--- config.mk ---
export PLATFORM = sky130hd
export DESIGN_NAME = piso_serializer
export DESIGN_NICKNAME = d
export VERILOG_FILES = /design/src/rtl/ser_pkg.sv /design/src/rtl/ser_bit_counter.sv /design/src/rtl/piso_serializer.sv
export SDC_FILE = /design/constraint.sdc
export NUM_CORES = 1
export LEC_CHECK = 0
export CORE_UTILIZATION = 37
export DETAILED_ROUTE_END_ITERATION = 10
export HOLD_SLACK_MARGIN = 0.02
export PLACE_DENSITY = 0.68
export SYNTH_ARGS = -nofsm -noshare
export SYNTH_HDL_FRONTEND = slang
export SYNTH_SLANG_ARGS = --single-unit
--- constraint.sdc ---
create_clock -name clk -period 1.3 [get_ports clk]
set_input_delay 0.13 -clock clk [delete_from_list [all_inputs] [get_ports clk]]
set_output_delay 0.13 -clock clk [all_outputs]
set_load 0.01 [all_outputs]
--- src/rtl/ser_pkg.sv ---
// Shared types and constants for the PISO serializer.
// The optional parity beat is enabled by defining SER_PARITY_EN.
package ser_pkg;

  typedef enum logic [1:0] {
    IDLE  = 2'd0,
    SHIFT = 2'd1,
    PAR   = 2'd2
  } ser_state_e;

  localparam logic        SER_IDLE_READY = 1'b1;
  localparam int unsigned SER_PAR_SEL    = '0;

endpackage

--- src/rtl/ser_bit_counter.sv ---
// Loadable up/down bit-index counter. is_end flags the final data index
// for the configured direction (WIDTH-1 counting up, 0 counting down).
module ser_bit_counter #(
  parameter int WIDTH = 8,
  parameter int SEL_W = 3
) (
  input  logic             clk,
  input  logic             rst,
  input  logic             load,
  input  logic [SEL_W-1:0] start,
  input  logic             dir,
  input  logic             en,
  output logic [SEL_W-1:0] count,
  output logic             is_end
);

  localparam logic [SEL_W-1:0] LAST_IDX = SEL_W'(WIDTH - 1);

  // NOTE: sequential state uses non-blocking assignments so every flop samples pre-edge values.
  always_ff @(posedge clk or posedge rst) begin
    if (rst)       count <= '0;
    else if (load) count <= start;
    else if (en)   count <= dir ? count - 1'b1 : count + 1'b1;
  end

  assign is_end = dir ? (count == '0) : (count == LAST_IDX);

endmodule

--- src/rtl/piso_serializer.sv ---
// Parallel-in serial-out serializer with valid/ready on both sides and zero-bubble reload.
// Define SER_PARITY_EN to append an even-parity beat after the data bits.
module piso_serializer
  import ser_pkg::*;
#(
  parameter int WIDTH     = 8,
  parameter int SEL_W     = 3,
  parameter bit MSB_FIRST = 1'b0
) (
  input  logic             clk,
  input  logic             rst,
  input  logic [WIDTH-1:0] in_data,
  input  logic             in_valid,
  output logic             in_ready,
  output logic             out_bit,
  output logic             out_valid,
  input  logic             out_ready,
  output logic             out_last,
  output logic [SEL_W-1:0] out_sel,
  output logic             busy
);

  localparam logic [SEL_W-1:0] START_IDX = MSB_FIRST ? SEL_W'(WIDTH - 1) : '0;

  ser_state_e       r_state;
  ser_state_e       w_next;
  logic [WIDTH-1:0] r_word;
  logic [SEL_W-1:0] w_idx;
  logic             w_is_end;
  logic             w_word_done;
  logic             w_load;
  logic             w_adv;

`ifdef SER_PARITY_EN
  logic r_par;
  assign w_word_done = (r_state == PAR) && out_ready;
`else
  assign w_word_done = (r_state == SHIFT) && w_is_end && out_ready;
`endif

  // Ready is also raised on the final handshake so the next word loads without a bubble.
  assign in_ready = (r_state == IDLE) ? SER_IDLE_READY : w_word_done;
  assign w_load   = in_valid && in_ready;
  assign w_adv    = (r_state == SHIFT) && out_ready && !w_is_end;

  ser_bit_counter #(
    .WIDTH (WIDTH),
    .SEL_W (SEL_W)
  ) u_bit_counter (
    .clk    (clk),
    .rst    (rst),
    .load   (w_load),
    .start  (START_IDX),
    .dir    (MSB_FIRST),
    .en     (w_adv),
    .count  (w_idx),
    .is_end (w_is_end)
  );

  always_ff @(posedge clk or posedge rst) begin
    if (rst) r_state <= IDLE;
    else     r_state <= w_next;
  end

  // NOTE: the word register has no reset; out_bit is gated by state, so stale contents never reach the port.
  always_ff @(posedge clk) begin
    if (w_load) begin
      r_word <= in_data;
`ifdef SER_PARITY_EN
      r_par  <= ^in_data;
`endif
    end
  end

  // NOTE: every output gets a default first, so no path can infer a latch.
  always_comb begin
    w_next    = r_state;
    out_valid = 1'b0;
    out_bit   = 1'b0;
    out_last  = 1'b0;
    out_sel   = '0;
    busy      = 1'b0;
    case (r_state)
      IDLE: begin
        if (w_load) w_next = SHIFT;
      end
      SHIFT: begin
        out_valid = 1'b1;
        busy      = 1'b1;
        out_bit   = r_word[w_idx];
        out_sel   = w_idx;
`ifdef SER_PARITY_EN
        if (out_ready && w_is_end) w_next = PAR;
`else
        out_last  = w_is_end;
        if (out_ready && w_is_end) w_next = w_load ? SHIFT : IDLE;
`endif
      end
`ifdef SER_PARITY_EN
      PAR: begin
        out_valid = 1'b1;
        busy      = 1'b1;
        out_bit   = r_par;
        out_sel   = SEL_W'(SER_PAR_SEL);
        out_last  = 1'b1;
        if (out_ready) w_next = w_load ? SHIFT : IDLE;
      end
`endif
      default: w_next = IDLE;
    endcase
  end

endmodule

==> results of run 1 <==
==> sequential cells by signal, indices dropped and copies added (netlist names) <==
signal and count:
r_state 1, r_word 8, u_bit_counter.count 3
==> Yosys cell counts <==
| master | number | area, um^2 |
|---|---|---|
| mux2i_1 | 1 | 10.0 |
| inv_1 | 2 | 7.51 |
| and2_1 | 5 | 31.3 |
| a22o_2 | 1 | 10.0 |
| nand2b_1 | 1 | 6.26 |
| mux4_1 | 2 | 52.6 |
| buf_4 | 1 | 7.51 |
| nor2_1 | 1 | 3.75 |
| and2_2 | 1 | 7.51 |
| ha_1 | 2 | 25.0 |
| a22o_1 | 1 | 8.76 |
| edfxtp_1 | 8 | 240 |
| mux2_2 | 1 | 11.3 |
| nor2b_1 | 1 | 6.26 |
| o22ai_1 | 1 | 6.26 |
| dfrtp_1 | 4 | 100 |
| nand2_1 | 2 | 7.51 |
==> power groups by stage <==
stage	clock [mW]	sequential, mW	combinational, mW
6_report	0.286	0.524	0.736
3_5_place_dp	0	0.532	0.589
2_1_floorplan	0	0.533	0.296
5_1_grt	0.320	0.532	0.812
4_1_cts	0.301	0.512	0.606
3_3_place_gp	0	0.527	0.578
==> per-stage QoR <==
| step | utilization [%] | instance area (um^2) | setup WS, ns | power [mW] | hold WS, ns |
|---|---|---|---|---|---|
| final | 68.0 | 907 | -0.360 | 1.55 | 0.0467 |
| after global routing | 68.0 | 907 | -0.438 | 1.66 | 0.0748 |
| after CTS | 64.0 | 853 | -0.405 | 1.42 | 0.0443 |
| after detailed placement | 61.1 | 815 | -0.510 | 1.12 | 0.348 |
| after global placement | 61.1 | 815 | -0.459 | 1.11 | 0.332 |
| after floorplan | - | 568 | -0.0574 | 0.830 | -0.104 |
==> logic make-up after synthesis <==
family / after synthesis / share of synthesized area [%]
muxes: 4 / 13.6
and+or+nand+nor: 11 / 11.5
DFF: 12 / 62.8
adders and majority gates: 2 / 4.62
AOI/OAI and AO/OA: 3 / 4.62
buffers and inverters: 3 / 2.77
==> path summary, 6_finish.rpt <==
check / endpoint / slack, ns / cells past startpoint
min in group clk: r_word[1]$_DFFE_PP_ / 0.41 / 1
min: u_bit_counter.count[2]$_DFFE_PP0P_ / 0.05 / 2
max in group asynchronous: r_state[0]$_DFFE_PP0P_ / 1.07 / 2
max reg2reg: r_word[6]$_DFFE_PP_ / -0.23 / 7
max: out_bit / -0.36 / 4
min reg2reg: u_bit_counter.count[2]$_DFFE_PP0P_ / 0.59 / 1
==> worst max-delay path: stages, from the launching register on <==
cell	delay, ns
dfrtp_2	0.41
mux4_2	0.50
mux2i_1	0.17
nor2_1	0.05
buf_2	0.13
==> routing by layer <==
layer	wire [um]	track usage, %	vias to the layer above
li1	-	-	193
met1	406	16.0	188
met2	651	32.3	15
met3	72	5.00	0
met4	0	7.50	0
met5	0	0	-
==> layout make-up <==
type / instances / area, um^2
flip-flops and latches: 12 / 343
well taps: 15 / 18.8
multi-input cells: 20 / 238
inverters: 2 / 7.51
clock buffers: 4 / 36.3
fillers: 107 / 427
repair buffers: 30 / 264
==> cell usage in the layout (no fill, tap or decap), types with 2 or more instances in the layout <==
master and count:
ha_4 2, buf_4 8, buf_6 5, dfrtp_2 2, dfrtp_1 2, mux4_2 2
nand2_2 2, clkbuf_4 3, clkdlybuf4s50_1 11, buf_2 4, inv_1 2, dlygate4sd2_1 2
and2_1 4, edfxtp_1 8, and2_4 2
==> timing repair <==
action / CTS / global route
buffers inserted: 3 / 2
setup endpoints to repair: 19 / 16
resized for setup: 28 / 13
pin swaps: 0 / 6
endpoints found under the hold margin: 0 / 0
==> flow_summary.json, run 1 <==
{
  "run_status": "finished, violations left",
  "failed_checks": "setup timing",
  "crit_path_start_kind": "register",
  "h-tree-depth": 1,
  "share_of_layout_cells_above_drive_strength_1_pct": 51.5,
  "fin_cells": 83,
  "internal_power_mw": 1.11,
  "numPortBuffers": 19,
  "vias_per_cell": 4.77,
  "power_density_nw_per_um2": 1700,
  "cts_num_sinks": 12,
  "final_hold_viol_count": 0,
  "dr_total_vias": 396,
  "ys_warn_count": 0,
  "area.growth.synth_to_final_pct": 67.4,
  "synth.net_count": 49,
  "worst_ep_arrival_time_ns": 1.53,
  "setup_repair_after_global_routing_missed_its_margin": "yes",
  "power.clock.fraction_pct": 18.5,
  "worst_hold_path_type": "primary input to asynchronous set/reset pin",
  "critical_path.max_fanout": 3,
  "postSynthRegisterBits": 12,
  "start_util_pct": 40.6,
  "place.gp.congestion": 0.623,
  "max_slew_violations": 0,
  "die_width_um": 40.3,
  "final_period_minus_worst_setup_slack_ns": 1.66,
  "wire_length_of_the_first_global_routing_pass_mm": 1.63,
  "groute.usage.overall_pct": 16.8,
  "clk_pin_slew_ns": 0.07,
  "synth_sequential_area_ratio_pct": 62.8,
  "clockRootBuffer": "clkbuf_4",
  "detail-route-antenna-nets": 0,
  "die_h_um": 40.3,
  "std_cell_rows": 13,
  "post_synth_instance_area_um2": 542,
  "fin_skew_ns": 0.00596,
  "leakage_power_nw": 0.386,
  "cts_inserted_buffers": 3,
  "placed_cells": 74,
  "grt-ovfl-total": 0,
  "cts_max_path_bufs": 2,
  "antenna_found_initial": 0,
  "maxcap_violations": 0,
  "avgSynthCellArea_um2": 15.5,
  "detailed_place_hpwl_um": 834,
  "postLayoutSetupSlackWorst_ns": -0.360,
  "clock_insertion_delay_worst_skew_ns": 0.27,
  "pin_count_of_the_biggest_net_entering_global_routing": 9,
  "number_of_nets_in_the_finished_design": 83,
  "netSwitchingPower_uw": 437,
  "drt_first_pass_iters": 2,
  "period_share_pct": 128,
  "fin_tns_setup_ns": -3.21,
  "cts_tree": "built",
  "core_area_um2": 1330,
  "maxClockFrequency_mhz": 602,
  "first_global_vias": 410,
  "timing.critical_path.from": "u_bit_counter.count[1]$_DFFE_PP0P_",
  "timing.rr.start": "u_bit_counter.count[1]$_DFFE_PP0P_",
  "antenna_cells": 0,
  "synthCells": 35,
  "die_outline_area_um2": 1620,
  "routed_wire_length_mm": 1.13,
  "slew_headroom_pct": 89.4,
  "setup_violations": 15,
  "wl_per_cell_um": 13.6,
  "crit_path_end_kind": "output port",
  "total_i_o_pin_count": 20,
  "ys_types": 17,
  "largest_voltage_drop_on_the_vdd_net_mv": 0.840,
  "setup.worst_path.class": "register to output port",
  "required_ns": 1.17,
  "p_comb_share_pct": 47.6,
  "seqPwrFrac_pct": 33.9,
  "slew_at_the_pin_closest_to_its_max_slew_limit_ns": 0.155,
  "power.share.switching_pct": 28.3,
  "post_cts_hold_buffer_count": 0,
  "drcViolationCount": 0,
  "drt-initial-drc-count": 4
}
(Power assumes the default switching activity.)
==> run 2: changes to the inputs <==
- GPL_ROUTABILITY_DRIVEN: default -> 0
==> results of run 2 <==
The final DEF is identical to that of run 1; final timing and power are the same.
